[config.mk]
export PLATFORM = sky130hd
export DESIGN_NAME = instr_dispatch_queue_flat
export DESIGN_NICKNAME = d
export VERILOG_FILES = /design/src/rtl/instr_dispatch_queue_if.sv /design/src/rtl/instr_dispatch_queue.sv /design/src/flat_wrapper.sv
export SDC_FILE = /design/constraint.sdc
export NUM_CORES = 1
export LEC_CHECK = 0
export CAP_MARGIN = 20
export CELL_PAD_IN_SITES_DETAIL_PLACEMENT = 1
export CELL_PAD_IN_SITES_GLOBAL_PLACEMENT = 1
export CORE_MARGIN = 2
export CORE_UTILIZATION = 40
export DETAILED_ROUTE_END_ITERATION = 8
export DONT_BUFFER_PORTS = 1
export PLACE_DENSITY_LB_ADDON = 0.1
export SLEW_MARGIN = 20
export SYNTH_ARGS = -nofsm -noshare
export SYNTH_HDL_FRONTEND = slang
export SYNTH_SLANG_ARGS = --single-unit
[constraint.sdc]
create_clock -name clk -period 4.5 [get_ports clk]
set_input_delay 1.125 -clock clk [delete_from_list [all_inputs] [get_ports clk]]
set_output_delay 1.125 -clock clk [all_outputs]
set_load 0.03 [all_outputs]
[src/rtl/instr_dispatch_queue_if.sv]
// Instruction handshake bundle between the instruction fetcher (master)
// and instr_dispatch_queue (slave).
//   instr_in    : 64-bit instruction word, opcode in [63:56]
//   instr_valid : producer offers instr_in
//   instr_ready : queue not full; transfer on valid & ready at a rising edge
interface instr_dispatch_queue_if;
  logic [63:0] instr_in;
  logic        instr_valid;
  logic        instr_ready;

  modport master (output instr_in, output instr_valid, input instr_ready);
  modport slave  (input instr_in, input instr_valid, output instr_ready);
endinterface

[src/rtl/instr_dispatch_queue.sv]
// instr_dispatch_queue: buffers 64-bit instructions in a FIFO, decodes the
// opcode at the head and dispatches one-cycle strobes plus held payload to
// the feature/weight fetchers, the CONV engine and the vector-register file.
// Busy inputs stall the head (strict in-order), 0x44 enters a HOLD barrier,
// 0x82 ends execution, unknown opcodes raise illegal_opcode.
//
// Ports:
//   clk, rst           : clock, synchronous active-high reset
//   instr_if (slave)   : instr_in / instr_valid / instr_ready handshake
//   fetch_busy         : fetch units busy (stalls FETCH, holds HOLD)
//   comp_busy          : compute engine busy (stalls CONV, holds HOLD)
//   fifo_level         : queue occupancy
//   *_fetch_enable     : fetch strobes; fetch_type/src_addr/dst_addr/
//                        mem_sel/fetch_counter are the fetch payload
//   conv_cfg_valid     : CONV strobe; kernel_size/feature_size/
//                        line_buffer_enable/feature_in_select/
//                        line_buffer_mod are the CONV payload
//   kn_cfg_valid       : kernel-mode strobe, kn_size_mode payload
//   reg_enable, vreg_input_select : vector-register control levels
//   exe_done           : sticky completion after 0x82
//   illegal_opcode     : one-cycle strobe for an unknown opcode
//   hold_timeout       : one-cycle HOLD watchdog strobe
//
// Build option: define INSTR_DECODE_TIMEOUT_EN to build the HOLD watchdog
// (HOLD_TIMEOUT cycles). Without it HOLD waits indefinitely and
// hold_timeout is constant 0.
module instr_dispatch_queue #(
  parameter int unsigned FIFO_DEPTH   = 4,
  parameter int unsigned HOLD_TIMEOUT = 255
) (
  input  logic                            clk,
  input  logic                            rst,
  instr_dispatch_queue_if.slave           instr_if,
  input  logic                            fetch_busy,
  input  logic                            comp_busy,
  output logic [$clog2(FIFO_DEPTH+1)-1:0] fifo_level,
  output logic                            feature_fetch_enable,
  output logic                            weight_fetch_enable,
  output logic                            bias_fetch_enable,
  output logic                            scaler_fetch_enable,
  output logic [7:0]                      fetch_type,
  output logic [15:0]                     src_addr,
  output logic [7:0]                      dst_addr,
  output logic [7:0]                      mem_sel,
  output logic [7:0]                      fetch_counter,
  output logic                            conv_cfg_valid,
  output logic [3:0]                      kernel_size,
  output logic [7:0]                      feature_size,
  output logic                            line_buffer_enable,
  output logic                            feature_in_select,
  output logic                            line_buffer_mod,
  output logic                            kn_cfg_valid,
  output logic [1:0]                      kn_size_mode,
  output logic                            reg_enable,
  output logic                            vreg_input_select,
  output logic                            exe_done,
  output logic                            illegal_opcode,
  output logic                            hold_timeout
);

  localparam int unsigned LVL_W = $clog2(FIFO_DEPTH + 1);
  localparam int unsigned PTR_W = $clog2(FIFO_DEPTH);

  localparam logic [7:0] OP_NOP     = 8'h00;
  localparam logic [7:0] OP_FETCH_A = 8'h02;
  localparam logic [7:0] OP_FETCH_B = 8'h04;
  localparam logic [7:0] OP_KMODE   = 8'h20;
  localparam logic [7:0] OP_VREG    = 8'h40;
  localparam logic [7:0] OP_HOLD    = 8'h44;
  localparam logic [7:0] OP_CONV    = 8'h81;
  localparam logic [7:0] OP_END     = 8'h82;

  typedef enum logic [1:0] {
    S_RUN,
    S_HOLD,
    S_DONE
  } state_t;

  state_t state;

  // ---------------------------------------------------------------- FIFO
  logic [63:0]      mem [FIFO_DEPTH];
  logic [PTR_W-1:0] wr_ptr;
  logic [PTR_W-1:0] rd_ptr;
  logic [LVL_W-1:0] level_nxt;
  logic             push;
  logic             pop;

  assign push = instr_if.instr_valid & instr_if.instr_ready;

  always_comb begin
    level_nxt = fifo_level;
    case ({push, pop})
      2'b10:   level_nxt = fifo_level + 1'b1;
      2'b01:   level_nxt = fifo_level - 1'b1;
      default: level_nxt = fifo_level;
    endcase
  end

  always_ff @(posedge clk) begin
    if (push) begin
      mem[wr_ptr] <= instr_if.instr_in;
    end
  end

  // instr_ready is registered from the next level so it is exactly !full
  // in every cycle; pointers wrap naturally because FIFO_DEPTH is 2**PTR_W.
  always_ff @(posedge clk) begin
    if (rst) begin
      wr_ptr             <= '0;
      rd_ptr             <= '0;
      fifo_level         <= '0;
      instr_if.instr_ready <= 1'b1;
    end else begin
      if (push) wr_ptr <= wr_ptr + 1'b1;
      if (pop)  rd_ptr <= rd_ptr + 1'b1;
      fifo_level           <= level_nxt;
      instr_if.instr_ready <= (level_nxt != LVL_W'(FIFO_DEPTH));
    end
  end

  // ---------------------------------------------------------------- decode
  logic [63:0] head;
  logic [7:0]  opcode;
  logic [7:0]  r1, r2, r3, r4, r5, r6, r7;

  assign head   = mem[rd_ptr];
  assign opcode = head[63:56];
  assign r1     = head[55:48];
  assign r2     = head[47:40];
  assign r3     = head[39:32];
  assign r4     = head[31:24];
  assign r5     = head[23:16];
  assign r6     = head[15:8];
  assign r7     = head[7:0];

  // Busy inputs are sampled combinationally, so a busy rising in the
  // dispatch cycle blocks that dispatch.
  always_comb begin
    pop = 1'b0;
    if (state == S_RUN && fifo_level != '0) begin
      case (opcode)
        OP_FETCH_A, OP_FETCH_B: pop = !fetch_busy;
        OP_CONV:                pop = !comp_busy;
        default:                pop = 1'b1;
      endcase
    end
  end

`ifdef INSTR_DECODE_TIMEOUT_EN
  localparam logic [15:0] HOLD_LIMIT = 16'(HOLD_TIMEOUT - 1);
  logic [15:0] hold_cnt;

  logic unused_bits;
  assign unused_bits = ^{r4[7:4], r5[7:4]};
`else
  assign hold_timeout = 1'b0;

  // HOLD_TIMEOUT only matters for the watchdog build.
  logic unused_bits;
  assign unused_bits = ^{r4[7:4], r5[7:4], 16'(HOLD_TIMEOUT)};
`endif

  // ---------------------------------------------------------------- FSM
  always_ff @(posedge clk) begin
    if (rst) begin
      state                <= S_RUN;
      feature_fetch_enable <= 1'b0;
      weight_fetch_enable  <= 1'b0;
      bias_fetch_enable    <= 1'b0;
      scaler_fetch_enable  <= 1'b0;
      fetch_type           <= '0;
      src_addr             <= '0;
      dst_addr             <= '0;
      mem_sel              <= '0;
      fetch_counter        <= '0;
      conv_cfg_valid       <= 1'b0;
      kernel_size          <= '0;
      feature_size         <= '0;
      line_buffer_enable   <= 1'b0;
      feature_in_select    <= 1'b0;
      line_buffer_mod      <= 1'b0;
      kn_cfg_valid         <= 1'b0;
      kn_size_mode         <= '0;
      reg_enable           <= 1'b0;
      vreg_input_select    <= 1'b0;
      exe_done             <= 1'b0;
      illegal_opcode       <= 1'b0;
`ifdef INSTR_DECODE_TIMEOUT_EN
      hold_timeout         <= 1'b0;
      hold_cnt             <= '0;
`endif
    end else begin
      feature_fetch_enable <= 1'b0;
      weight_fetch_enable  <= 1'b0;
      bias_fetch_enable    <= 1'b0;
      scaler_fetch_enable  <= 1'b0;
      conv_cfg_valid       <= 1'b0;
      kn_cfg_valid         <= 1'b0;
      illegal_opcode       <= 1'b0;
`ifdef INSTR_DECODE_TIMEOUT_EN
      hold_timeout         <= 1'b0;
`endif
      case (state)
        S_RUN: begin
          if (pop) begin
            case (opcode)
              OP_FETCH_A, OP_FETCH_B: begin
                feature_fetch_enable <= (r1 == 8'h00);
                weight_fetch_enable  <= r1[0];
                bias_fetch_enable    <= r1[1];
                scaler_fetch_enable  <= r1[2];
                fetch_type           <= r1;
                src_addr             <= {r2, r3};
                dst_addr             <= {r4[3:0], r5[3:0]};
                mem_sel              <= r6;
                fetch_counter        <= r7;
              end
              OP_CONV: begin
                conv_cfg_valid     <= 1'b1;
                feature_size       <= r2;
                kernel_size        <= r3[3:0];
                line_buffer_enable <= r4[0];
                feature_in_select  <= r6[0];
                line_buffer_mod    <= r1[0];
              end
              OP_VREG: begin
                reg_enable        <= r1[0];
                vreg_input_select <= r2[0];
                line_buffer_mod   <= r3[0];
              end
              OP_KMODE: begin
                kn_cfg_valid <= 1'b1;
                kn_size_mode <= r1[1:0];
              end
              OP_HOLD: begin
                state <= S_HOLD;
`ifdef INSTR_DECODE_TIMEOUT_EN
                hold_cnt <= '0;
`endif
              end
              OP_END: begin
                exe_done <= 1'b1;
                state    <= S_DONE;
              end
              OP_NOP: ;
              default: illegal_opcode <= 1'b1;
            endcase
          end
        end
        S_HOLD: begin
          if (!fetch_busy && !comp_busy) begin
            state <= S_RUN;
          end
`ifdef INSTR_DECODE_TIMEOUT_EN
          else if (hold_cnt == HOLD_LIMIT) begin
            hold_timeout <= 1'b1;
            state        <= S_RUN;
          end else begin
            hold_cnt <= hold_cnt + 16'd1;
          end
`endif
        end
        S_DONE: ;
        default: state <= S_RUN;
      endcase
    end
  end

endmodule

[src/flat_wrapper.sv]
// flat-port wrapper written by rule: the top's interface ports become plain ports
module instr_dispatch_queue_flat 
#(
  parameter int unsigned FIFO_DEPTH   = 4,
  parameter int unsigned HOLD_TIMEOUT = 255
)
  (clk, rst, fetch_busy, comp_busy, fifo_level, feature_fetch_enable, weight_fetch_enable, bias_fetch_enable, scaler_fetch_enable, fetch_type, src_addr, dst_addr, mem_sel, fetch_counter, conv_cfg_valid, kernel_size, feature_size, line_buffer_enable, feature_in_select, line_buffer_mod, kn_cfg_valid, kn_size_mode, reg_enable, vreg_input_select, exe_done, illegal_opcode, hold_timeout, instr_if_instr_in, instr_if_instr_valid, instr_if_instr_ready);
  instr_dispatch_queue_if instr_if_i ();
  input  logic clk;
  input  logic rst;
  input  logic fetch_busy;
  input  logic comp_busy;
  output logic [$clog2(FIFO_DEPTH+1)-1:0] fifo_level;
  output logic feature_fetch_enable;
  output logic weight_fetch_enable;
  output logic bias_fetch_enable;
  output logic scaler_fetch_enable;
  output logic [7:0] fetch_type;
  output logic [15:0] src_addr;
  output logic [7:0] dst_addr;
  output logic [7:0] mem_sel;
  output logic [7:0] fetch_counter;
  output logic conv_cfg_valid;
  output logic [3:0] kernel_size;
  output logic [7:0] feature_size;
  output logic line_buffer_enable;
  output logic feature_in_select;
  output logic line_buffer_mod;
  output logic kn_cfg_valid;
  output logic [1:0] kn_size_mode;
  output logic reg_enable;
  output logic vreg_input_select;
  output logic exe_done;
  output logic illegal_opcode;
  output logic hold_timeout;
  input wire logic [$bits(instr_if_i.instr_in)-1:0] instr_if_instr_in;
  input wire logic [$bits(instr_if_i.instr_valid)-1:0] instr_if_instr_valid;
  output wire logic [$bits(instr_if_i.instr_ready)-1:0] instr_if_instr_ready;
  assign instr_if_i.instr_in = instr_if_instr_in;
  assign instr_if_i.instr_valid = instr_if_instr_valid;
  assign instr_if_instr_ready = instr_if_i.instr_ready;
  instr_dispatch_queue #(.FIFO_DEPTH(FIFO_DEPTH), .HOLD_TIMEOUT(HOLD_TIMEOUT)) u_core (.clk(clk), .rst(rst), .instr_if(instr_if_i), .fetch_busy(fetch_busy), .comp_busy(comp_busy), .fifo_level(fifo_level), .feature_fetch_enable(feature_fetch_enable), .weight_fetch_enable(weight_fetch_enable), .bias_fetch_enable(bias_fetch_enable), .scaler_fetch_enable(scaler_fetch_enable), .fetch_type(fetch_type), .src_addr(src_addr), .dst_addr(dst_addr), .mem_sel(mem_sel), .fetch_counter(fetch_counter), .conv_cfg_valid(conv_cfg_valid), .kernel_size(kernel_size), .feature_size(feature_size), .line_buffer_enable(line_buffer_enable), .feature_in_select(feature_in_select), .line_buffer_mod(line_buffer_mod), .kn_cfg_valid(kn_cfg_valid), .kn_size_mode(kn_size_mode), .reg_enable(reg_enable), .vreg_input_select(vreg_input_select), .exe_done(exe_done), .illegal_opcode(illegal_opcode), .hold_timeout(hold_timeout));
endmodule
==> reports/results.tsv <==
stage	metric	value	unit
drt	# DRC	0	
final_layout	post-route cell area	12900	um2
clock_tree	CTS tree	yes	
worst_hold_path	Hold Startpoint	u_core.wr_ptr[1]	
timing	Final Hold Viols	0	
final_layout	share of layout cells above drive strength 1	17.0	%
logic_synthesis	top-count cell post-synth	edfxtp_1	
global_routing	wire length of the first global-routing pass	37900	um
logic_synthesis	flops & latches, synth	311	
floorplan	core area	27900	um2
place	Post-Place Cell Area	11800	um2
logic_synthesis	Post-Syn Area	11400	um2
worst_setup_path	Worst Setup Start Kind	register	
logic_synthesis	EDFF count, synth	224	
worst_setup_path	Crit. End Element	register	
floorplan	die area	29800	um2
pwr	overall power	7.44	mW
global_routing	total gr overflow	0	
drt	average routed wire per standard cell	22.3	um
drt	First-pass DRT Iterations	4	
worst_setup_path	Crit Path Category	reg -> reg	
logic_synthesis	synth unique cells	41	
logic_synthesis	synth top area cells	edfxtp_1 (59%), dfxtp_1 (15%), mux4_2 (11%)	
drt	antenna-violating nets left	0	
drt	DR iter-0 viols	329	
global_routing	GRT Overall Usage	16.7	%
clock_tree	post_cts resized	0	
logic_synthesis	Post-Synth Adder-Cell Area	0.814	%
timing	final setup skew	0.0211	ns
logic_synthesis	mux cell area share after synthesis	12.6	%
logic_synthesis	Synth Area in Compound Gates	2.76	%
clock_tree	H-tree depth	2	
timing	crit path time final	3.62	ns
final_layout	nets@finish	765	
place	worst slack at placement	0.884	ns
worst_setup_path	crit path DAT	4.00	ns
pwr	Pwr Density	579	nW/um2
floorplan	Std-Cell Rows	61	
final_layout	number of diodes	0	
logic_synthesis	Synth Area in XOR/XNOR	0.462	%
pwr	P_leak	4.02	nW
clock_tree	hold buffer count at cts	0	
final_layout	area grow syn2layout	13.0	%
worst_setup_path	CP Data Required Time	4.89	ns
logic_synthesis	largest family of logic cells by synthesized area	multiplexers	
clock_tree	clock latency on the worst-skew pair	0.52	ns
timing	Max transition margin	36.5	%
timing	Final Cycle Share	80.4	%
logic_synthesis	YS warnings	0	
logic_synthesis	Syn Inst Count	682	
clock_tree	number of CTS-inserted buffers	35	
logic_synthesis	Post-synth top flop	edfxtp_1	
final_layout	fillcell total	2643	
logic_synthesis	asr flop ratio synth	0	%
logic_synthesis	post-synthesis sequential area ratio	74.4	%
logic_synthesis	post-synth top area share	59.1	%
global_routing	initial antenna violation count	0	
clock_tree	CTS Buffer Depth	3	
outcome	outcome	complete, no violations	
global_routing	vias in the first global route	6404	
pwr	VDD IR-drop max	0.350	mV
place	Port Buffers	0	
place	DP HPWL	14000	um
worst_hold_path	min-delay worst type	reg -> reg	
clock_tree	setup repair bufs after CTS	0	
logic_synthesis	Post-Synth Simple-Gate Area	7.28	%
clock_tree	clock sinks	311	
job	max-cap violations	0	
timing	Max Slew Vio Count	0	
drt	Vias	5698	
floorplan	Die Ht	173	um
timing	Setup TNS	0	ns
timing	worst-margin pin slew	0.952	ns
drt	Post-Route WL	24500	um
clock_tree	Root Driver	clkbuf_16	
timing	Final WS setup	0.884	ns
timing	RSZ-0062 raised after global routing	false	
logic_synthesis	Commonest cells post-synth	edfxtp_1 (224), nand2_1 (101), dfxtp_1 (87)	
timing	Peak Freq	277	MHz
floorplan	die width	173	um
logic_synthesis	synthesized net count	757	
global_routing	largest net degree at the start of global routing	83	
floorplan	Initial Utilization	40.8	%
timing	Finish-stage setup viols	0	
logic_synthesis	largest area contributor in the synthesized netlist	edfxtp_1	
drt	Via density	5.20	
final_layout	fin util	46.1	%
place	RD Place Congestion	0.766	
worst_setup_path	Max Fanout on Critical Path	27	
clock_tree	clk slew on worst S/H paths	0.06	ns
floorplan	IO Count	149	
logic_synthesis	post-synthesis average cell area	16.7	um2
cell families (layout without fill, tap and decap cells):
| group | count (synthesis) | count (layout) |
|---|---|---|
| compound gates | 59 | 59 |
| xor+xnor | 6 | 6 |
| fa+ha+maj | 7 | 7 |
| buf+inv | 43 | 78 |
| flops | 311 | 311 |
| mux | 74 | 74 |
| other cells | 1 | 1 |
| simple gates | 181 | 181 |
worst max-delay path, stage by stage (launching register included):
cell and delay [ns]:
dfxtp_4 0.63, mux4_2 0.45, or2_0 0.35, nand4b_4 0.26, or3_4 0.39, nand2_1 0.09
ha_1 0.19, inv_1 0.06, fa_1 0.37, xor2_1 0.15, nor2_1 0.11, xnor2_1 0.09
or3_1 0.35
registers in the layout, summed over array words and instances, names as in the netlist, 2 cells and up, named ones only:
signal                cells
u_core.mem_sel            8
u_core.kernel_size        4
u_core.kn_size_mode       2
u_core.feature_size       8
u_core.rd_ptr             2
u_core.state              2
u_core.fifo_level         3
u_core.fetch_type         8
u_core.fetch_counter      8
u_core.dst_addr           8
u_core.wr_ptr             2
u_core.mem              224
u_core.src_addr          16
per-stage QoR:
| stage | hold WS [ns] | cells |
|---|---|---|
| after floorplan | 0.469 | 682 |
| after global placement | 0.473 | 1030 |
| after detailed placement | 0.503 | 1030 |
| after CTS | 0.510 | 1094 |
| after global routing | 0.540 | 1095 |
| final | 0.515 | 1095 |
cell usage in the layout, fill, tap and decap left out, drive strengths merged, types with 9 or more instances in the layout:
master / n
nor2: 35
a21oi: 53
inv: 9
edfxtp: 224
mux4: 55
clkbuf: 48
clkinv: 13
dfxtp: 87
mux2i: 18
nand2: 101
worst paths after layout:
kind	end	slack (ns)	depth (start not counted)
setup / recovery	u_core.instr_if.instr_ready	0.88	12
hold / removal	u_core.wr_ptr[1]	0.52	2
setup reg to reg	u_core.instr_if.instr_ready	0.88	12
hold reg to reg	u_core.wr_ptr[1]	0.52	2
routing by layer:
| metal | track usage, % | vias to the layer above | part of all wire, % | routed length [um] |
|---|---|---|---|---|
| met4 | 5.26 | 0 | 2.3 | 565 |
| li1 | - | 2583 | - | - |
| met5 | 0 | - | 0 | 0 |
| met3 | 5.80 | 37 | 7.5 | 1830 |
| met2 | 28.7 | 133 | 49 | 12100 |
| met1 | 19.6 | 2945 | 41 | 9990 |
cell type report:
cell class	count	area, um2	area share [%]
clock buffer	48	976	7.59
clock inverter	16	95.1	0.740
inverter	8	30.0	0.234
multi-input combinational	328	2750	21.4
sequential	311	8480	65.9
tap	378	473	3.68
timing repair buffer	6	52.6	0.409
where the power goes:
part	leakage, nW	total [mW]	internal (mW)	switching (mW)
Combinational	0.739	1.24	0.562	0.679
Clock	0.518	2.63	1.53	1.11
Sequential	2.76	3.57	3.39	0.185
Power figures use the tool's default switching activity.
